==> src/rtl/pipe_ctrl_pkg.sv <==
// Shared types for the issue controller: FSM encoding, scoreboard entry and source-match helper.
package pipe_ctrl_pkg;

  typedef enum logic [1:0] {
    RUN   = 2'b00,
    STALL = 2'b01,
    FLUSH = 2'b10
  } ctrl_state_t;

  localparam logic [4:0] REG_ZERO = 5'd0;

  typedef struct packed {
    logic       valid;
    logic [4:0] dst;
  } sb_entry_t;

  // $0 is hardwired, so a read of it can never depend on an in-flight write.
  function automatic logic src_hit(input logic use_src, input logic [4:0] src, input sb_entry_t e);
    return use_src && e.valid && (src != REG_ZERO) && (src == e.dst);
  endfunction

endpackage

==> src/rtl/pipeline_hazard_ctrl_sat_counter.sv <==
// Saturating event counter; increments on the edge after inc, holds at all-ones, clear wins over inc.
module sat_counter #(
  parameter int W = 16
) (
  input  logic         clk,
  input  logic         rst_n,
  input  logic         inc,
  input  logic         clear,
  output logic [W-1:0] cnt
);

  always_ff @(posedge clk or negedge rst_n) begin
    if (!rst_n) begin
      cnt <= '0;
    end else if (clear) begin
      cnt <= '0;
    end else if (inc && (cnt != {W{1'b1}})) begin
      cnt <= cnt + 1'b1;
    end
  end

endmodule

==> src/rtl/pipeline_hazard_ctrl.sv <==
// Decode-stage issue controller for a forwarding-less 5-stage pipe: RAW stalls and branch-shadow squash.
// Enables/bubble are combinational from decode inputs and the scoreboard; ctrl_state and counters are registered.
import pipe_ctrl_pkg::*;

module pipeline_hazard_ctrl #(
  parameter int TRACK_DEPTH = 3,
  parameter int BR_SHADOW   = 1,
  parameter int CNT_W       = 16
) (
  input  logic             clk,
  input  logic             reset,
  input  logic             id_valid,
  input  logic [4:0]       id_rs,
  input  logic [4:0]       id_rt,
  input  logic             id_use_rs,
  input  logic             id_use_rt,
  input  logic [4:0]       id_dst,
  input  logic             id_reg_wr,
  input  logic             id_br_taken,
  output logic             pc_en,
  output logic             ifid_en,
  output logic             idex_bubble,
  output logic [1:0]       ctrl_state,
  output logic [CNT_W-1:0] stall_cnt,
  output logic [CNT_W-1:0] flush_cnt
);

  localparam int SH_W = (BR_SHADOW > 1) ? $clog2(BR_SHADOW + 1) : 1;

  ctrl_state_t      state;
  sb_entry_t        sb [TRACK_DEPTH];
  logic [SH_W-1:0]  shadow;
  logic             hazard;
  logic             flushing;
  logic             stall;
  logic             issue;

  always_comb begin
    hazard = 1'b0;
    for (int k = 0; k < TRACK_DEPTH; k++) begin
      if (src_hit(id_use_rs, id_rs, sb[k]) || src_hit(id_use_rt, id_rt, sb[k])) begin
        hazard = 1'b1;
      end
    end
    hazard = hazard & id_valid;
  end

  // A squashed slot neither stalls nor issues; its hazard is irrelevant.
  assign flushing    = (state == FLUSH);
  assign stall       = hazard & ~flushing;
  assign issue       = ~flushing & ~hazard;

  assign pc_en       = ~stall;
  assign ifid_en     = ~stall;
  assign idex_bubble = stall | flushing;
  assign ctrl_state  = state;

  // Entry 0 is EX; the WB entry still blocks because the regfile writes at the end of WB.
  always_ff @(posedge clk or negedge reset) begin
    if (!reset) begin
      for (int k = 0; k < TRACK_DEPTH; k++) begin
        sb[k] <= '0;
      end
    end else begin
      sb[0] <= sb_entry_t'{valid: id_valid & id_reg_wr & (id_dst != REG_ZERO) & issue,
                           dst:   id_dst};
      for (int k = 1; k < TRACK_DEPTH; k++) begin
        sb[k] <= sb[k-1];
      end
    end
  end

  always_ff @(posedge clk or negedge reset) begin
    if (!reset) begin
      state  <= RUN;
      shadow <= '0;
    end else begin
      case (state)
        RUN, STALL: begin
          if (hazard) begin
            state <= STALL;
          end else if (id_valid && id_br_taken && (BR_SHADOW > 0)) begin
            state  <= FLUSH;
            shadow <= SH_W'(BR_SHADOW);
          end else begin
            state <= RUN;
          end
        end
        FLUSH: begin
          shadow <= shadow - 1'b1;
          if (shadow == SH_W'(1)) begin
            state <= RUN;
          end
        end
        default: state <= RUN;
      endcase
    end
  end

  sat_counter #(.W(CNT_W)) u_stall_cnt (
    .clk   (clk),
    .rst_n (reset),
    .inc   (stall),
    .clear (1'b0),
    .cnt   (stall_cnt)
  );

  sat_counter #(.W(CNT_W)) u_flush_cnt (
    .clk   (clk),
    .rst_n (reset),
    .inc   (flushing),
    .clear (1'b0),
    .cnt   (flush_cnt)
  );

endmodule

==> config.mk <==
export PLATFORM = sky130hd
export DESIGN_NAME = pipeline_hazard_ctrl
export DESIGN_NICKNAME = d
export VERILOG_FILES = /design/src/rtl/pipe_ctrl_pkg.sv /design/src/rtl/pipeline_hazard_ctrl_sat_counter.sv /design/src/rtl/pipeline_hazard_ctrl.sv
export SDC_FILE = /design/constraint.sdc
export NUM_CORES = 1
export LEC_CHECK = 0
export ABC_AREA = 1
export CAP_MARGIN = 25
export CORE_MARGIN = 10
export CORE_UTILIZATION = 30
export CTS_BUF_LIST = sky130_fd_sc_hd__clkbuf_4
export DETAILED_ROUTE_END_ITERATION = 6
export PLACE_DENSITY = 0.6
export SLEW_MARGIN = 30
export SYNTH_ARGS = -nofsm -noshare
export SYNTH_HDL_FRONTEND = slang
export SYNTH_SLANG_ARGS = --single-unit
==> constraint.sdc <==
create_clock -name clk -period 3.9 [get_ports clk]
set_input_delay 0.78 -clock clk [delete_from_list [all_inputs] [get_ports clk]]
set_output_delay 0.78 -clock clk [all_outputs]
set_load 0.005 [all_outputs]
[Word level (Yosys, flattened, before mapping)]
Index checks and enable logic that the tools add are counted.
Storage, ports and cells
  bits in registers: 53
  input port bits: 22
  output and inout bits: 37
Operators by class
  multiplexer cells: 10
  equality and inequality tests: 13
  add/subtract/negate cells: 3
  bitwise logic cells: 10
  reduce and logical (&&, ||, !) cells: 31
Operators by type and width (count)
  16-bit by 1-bit adder with 16-bit output (second input constant): 2
  16-bit != test (second input constant): 2
  5-bit == test: 6
  1-bit logical AND: 21
  5-bit nonzero test: 3
  1-bit AND: 6
  2-bit two-way mux: 3
  2-bit != test (second input constant): 3
  1-bit two-way mux: 5
  2-bit one-hot mux with 2 select lines: 1
  1-bit logical OR: 3
  1-bit inverter: 3
  3-bit AND reduction: 1
  2-bit by 1-bit == test with 1-bit output (second input constant): 1
  2-bit == test (second input constant): 1
  2-bit logical NOT: 1
  1-bit one-hot mux with 2 select lines: 1
  2-bit nonzero test: 1
  2-bit OR reduction: 1
  1-bit OR: 1
  1-bit subtractor (second input constant): 1

[Logic depth before layout (Yosys ltp)]
  depth in word-level cells: 11
  gate-level depth with buffers: 13
  depth with buffers taken out: 13

[Cells and area by module]
From an unflattened synthesis, not the netlist that was laid out.
Second synthesis, totals
  cells, all modules: 492
  area, all modules: 3347.0 um2
Modules (own cells, without submodules)
  sat_counter: cells an instance 144, sequential area each 400.4 um2, area an instance 1037.2 um2, times used 2
  pipeline_hazard_ctrl: cells an instance 204, sequential area each 525.5 um2, area an instance 1272.5 um2, times used 1

[Worst setup path before layout]
OpenSTA, ideal clock, no wires.
  path kind: input-to-output
  start point: in id_rt[2]
  end point: out pc_en
  slack: 1166 ps
  stages on the path: 12
  arrival: 1954 ps
  cells stage by stage: buf_2 -> nor2_2 -> nand2_1 -> nor2_2 -> nor2_1 -> nand2_1 -> nand3_1 -> nor2_2 -> nor2_4 -> buf_6 -> nand2_1 -> buf_4
On the way
  word-level cells in the longest chain between the ends: 10
  elaborated cells on any way between the ends: 19
  those cells by class: 3 x eq/ne; 3 x mux; 3 x bitwise; 10 x reduce/logical
Ends and longest elaborated chain
  start: declaration: line pipeline_hazard_ctrl.sv:14  | input logic [4:0] id_rt,
  5-bit nonzero test: line pipe_ctrl_pkg.sv:19  | return use_src && e.valid && (src != REG_ZERO) && (src == e.dst);
  1-bit logical AND (2 in series): line pipe_ctrl_pkg.sv:19
  1-bit logical OR: line pipeline_hazard_ctrl.sv:41  | if (src_hit(id_use_rs, id_rs, sb[k]) || src_hit(id_use_rt, id_rt, sb[k])) begin
  1-bit two-way mux (2 in series): line pipeline_hazard_ctrl.sv:41
  1-bit two-way mux (*): line pipeline_hazard_ctrl.sv:41
  1-bit AND (*): line pipeline_hazard_ctrl.sv:45  | hazard = hazard & id_valid;
  1-bit AND (*): line pipeline_hazard_ctrl.sv:50  | assign stall = hazard & ~flushing;
  1-bit inverter (*)
  end: declaration: line pipeline_hazard_ctrl.sv:20  | output logic pc_en,
Mark *: on every way between the ends. The rest lies on a longest branch, timed or not.

[Worst setup path after layout]
  start point: in id_rt[3]
  end point: out idex_bubble
On the way
  word-level cells in the longest chain between the ends: 10
  elaborated cells on any way between the ends: 19
  those cells by class: 3 x eq/ne; 3 x mux; 3 x bitwise; 10 x reduce/logical
Ends and longest elaborated chain
  5-bit nonzero test: line pipe_ctrl_pkg.sv:19
  1-bit logical AND (2 in series): line pipe_ctrl_pkg.sv:19
  1-bit logical OR: line pipeline_hazard_ctrl.sv:41
  1-bit two-way mux (2 in series): line pipeline_hazard_ctrl.sv:41
  1-bit two-way mux (*): line pipeline_hazard_ctrl.sv:41
  1-bit AND (*): line pipeline_hazard_ctrl.sv:45
  1-bit AND (*): line pipeline_hazard_ctrl.sv:50
  1-bit OR (*): line pipeline_hazard_ctrl.sv:55  | assign idex_bubble = stall | flushing;
  end: declaration: line pipeline_hazard_ctrl.sv:22  | output logic idex_bubble,
Marks and branches as above.

==> results.sh <==
export IMPL_cts_buffers=5
export IMPL_clk_pin_slew_ns=0.14
export IMPL_crit_path_max_fanout=6
export IMPL_place_gp_congestion=0.992
export IMPL_syn_num_nets=479
export IMPL_min_period_ns=3.69
export IMPL_synth_most_common_cell="nand2_1"
export IMPL_p_int_uw=978
export IMPL_cp_data_arrival_time_ns=2.91
export IMPL_htree_levels=2
export IMPL_synthCells=455
export IMPL_top_layer_used="met4"
export IMPL_grt_max_degree=36
export IMPL_p_leak_uw=0.00200
export IMPL_finalInstanceArea_um2=4090
export IMPL_hold_viol_final=0
export IMPL_areaGrowthSynthToFinish_pct=25.8
export IMPL_powerDensity_nw_per_um2=347
export IMPL_root_buffer="clkbuf_4"
export IMPL_combPwrFrac_pct=26.8
export IMPL_grt_pass1_vias=2965
export IMPL_clock_sinks=53
export IMPL_slew_headroom_pct=47.7
export IMPL_die_area_um2=15400
export IMPL_drtAntennaViolNets=0
export IMPL_wirelength_met1_um=3880
export IMPL_ys_seq_area_share_pct=40.8
export IMPL_async_flop_share_pct=100
export IMPL_post_cts_buffers=0
export IMPL_p_sw_uw=445
export IMPL_ys_warn_count=0
export IMPL_core_um2=10500
export IMPL_p_sw_share_pct=31.3
export IMPL_setup_viol_count_final=0
export IMPL_rows=37
export IMPL_die_y_um=124
export IMPL_cts_tree="done"
export IMPL_grt_util_all_layers_pct=11.8
export IMPL_via_count=2996
export IMPL_slew_viol_final=0
export IMPL_drive_above_1_share_pct=6.74
export IMPL_dp_hpwl_um=7150
export IMPL_antenna_found_initial=0
export IMPL_synth_common_cells="168 x nand2_1, 53 x dfrtp_1, 52 x nor2_1"
export IMPL_clockPowerShare_pct=26.2
export IMPL_wl_met3_um=538
export IMPL_r2r_start="u_stall_cnt.cnt[0]$_DFFE_PN0P_"
export IMPL_clock_latency_ns=0.37
export IMPL_cts_hold_buffers=0
export IMPL_holdCritStartpoint="sb[7]$_DFF_PN0_"
export IMPL_multi_input_area_um2=1670
export IMPL_end_kind="output pin"
export IMPL_syn_avg_cell_area_um2=7.15
export IMPL_io_pins=59
export IMPL_synth_area_um2=3250
export IMPL_drt_iter0_drc=183
export IMPL_wl_per_cell_um=13.7
export IMPL_cp_required_ns=3.12
export IMPL_synth_area_top_cells="dfrtp_1 41%, nand2_1 19%, nor2_1 6.0%, xor2_1 5.9%, inv_1 5.7%"
export IMPL_hp_class="register to register"
export IMPL_finish_utilization_pct=39.1
export IMPL_wl_um=9010
export IMPL_min_period_over_period_pct=94.6
export IMPL_synth_top_flop_cell="dfrtp_1"
export IMPL_synth_edf_count=0
export IMPL_crit_start="id_rt[3]"
export IMPL_clock_skew_ns=0.0117
export IMPL_place_area_um2=3990
export IMPL_portBuffers=58
export IMPL_cap_violations=0
export IMPL_peakVddDrop_v=0.000132
export IMPL_regArea_um2=1330
export IMPL_status="finished, final reports clean"
export IMPL_rsz0062_at_grt="false"
export IMPL_fmax_mhz=271
export IMPL_worst_setup_path_type="input pin to output pin"
export IMPL_ys_ff_latch=53
export IMPL_fin_nets=542
export IMPL_gr_total_overflow=0
export IMPL_wl_met2_um=4370
export IMPL_viasPerCell=4.57
export IMPL_synth_top_area_share_pct=40.8
export IMPL_grt_pass1_wl_um=14700
export IMPL_synth_cell_type_count=32
export IMPL_pwr_share_seq_pct=47.0
export IMPL_die_width_um=124
export IMPL_start_kind="input pin"
export IMPL_dr_pass1_iters=4
export IMPL_tns_ns=0
export IMPL_drc_errors=0
export IMPL_worst_pin_slew_ns=0.784
export IMPL_cts_resized=0
export IMPL_cts_buffer_depth=2
export IMPL_yosysTopAreaCell="dfrtp_1"
export IMPL_fillCellCount=1115
export IMPL_initial_utilization_pct=31.1
## path summary, 6_finish.rpt
path	endpoint	slack (ns)	depth (start not counted)
setup / recovery	idex_bubble	0.21	10
hold / removal	sb[1]$_DFF_PN0_	0.42	0
setup reg to reg	u_stall_cnt.cnt[14]$_DFFE_PN0P_	1.74	9
hold reg to reg	sb[1]$_DFF_PN0_	0.42	0
max in group asynchronous	u_stall_cnt.cnt[14]$_DFFE_PN0P_	2.66	2
min in group asynchronous	sb[8]$_DFF_PN0_	0.47	1
## power groups by stage
stage               Clock [µW]  Combinational, µW  Sequential (µW)
floorplan                    0                195              669
finish                     372                381              669
global route               407                425              679
global placement             0                382              681
CTS                        389                390              671
detailed placement           0                387              681
## sequential cells by signal, indices dropped and copies added (netlist names)
signal / cells
sb: 18
shadow: 1
u_stall_cnt.cnt: 16
ctrl_state: 2
u_flush_cnt.cnt: 16
## cell usage in the layout (no fill, tap or decap)
master and count:
nor3_4 1, nand4_4 1, a21oi_1 3, nand3_2 2, buf_4 5, nor4_4 1
nand2_2 3, nand3_1 28, nand2_1 168, nor3b_1 1, o311ai_0 1, nor2_4 1
a21oi_2 1, xor2_1 22, dfrtp_1 53, inv_1 49, o21ai_0 5, clkdlybuf4s50_1 57
o22ai_1 1, clkinv_2 1, o21ai_1 3, nor2_2 4, nor4_1 1, nor2_1 52
nor3_1 7, or3_1 1, xnor2_1 11, ha_1 2, bufinv_16 2, or2_2 1
diode_2 1, nand4_1 19, buf_2 1, inv_2 6, clkbuf_4 5
## through the flow
step                hold slack [ns]  total power [µW]  std cells  worst slack, ns
floorplan                     0.374               864        455             1.17
global placement              0.386              1060        647            0.211
detailed placement            0.388              1070        647            0.236
CTS                           0.421              1450        655            0.218
global route                  0.438              1510        655           0.0779
finish                        0.419              1420        656            0.211
## cell families (layout without fill, tap and decap cells)
family	after synthesis	after routing	share of synthesized area, %
AOI/OAI and AO/OA	14	14	2.42
buffers and inverters	62	126	7.84
and+or+nand+nor	291	291	39.3
adders and majority gates	2	2	0.769
DFF	53	53	40.8
other	0	1	0
xor gates and xnor gates	33	33	8.88
## layer usage
| metal | vias up | GRT usage, % |
|---|---|---|
| met1 | 1352 | 14.5 |
| met2 | 76 | 19.6 |
| li1 | 1552 | - |
| met3 | 16 | 3.12 |
| met4 | 0 | 4.17 |
| met5 | - | 0 |
## worst max-delay path, stage by stage
cell             delay, ns
clkdlybuf4s50_1       0.65
inv_2                 0.10
nand2_1               0.11
nand3_1               0.07
nor2_1                0.19
nand3_1               0.10
nand3_1               0.12
nor2_2                0.07
o21ai_1               0.17
clkdlybuf4s50_1       0.55
## layout make-up
| type | instances | share of cell area [%] |
|---|---|---|
| Clock inverter | 3 | 1.59 |
| Antenna cell | 1 | 0.0611 |
| Tap cell | 136 | 4.16 |
| Clock buffer | 5 | 0.917 |
| Timing Repair Buffer | 63 | 15.0 |
| Sequential cell | 53 | 32.4 |
| Inverter | 55 | 5.04 |
| Multi-Input combinational cell | 340 | 40.9 |
(Power assumes the default switching activity.)
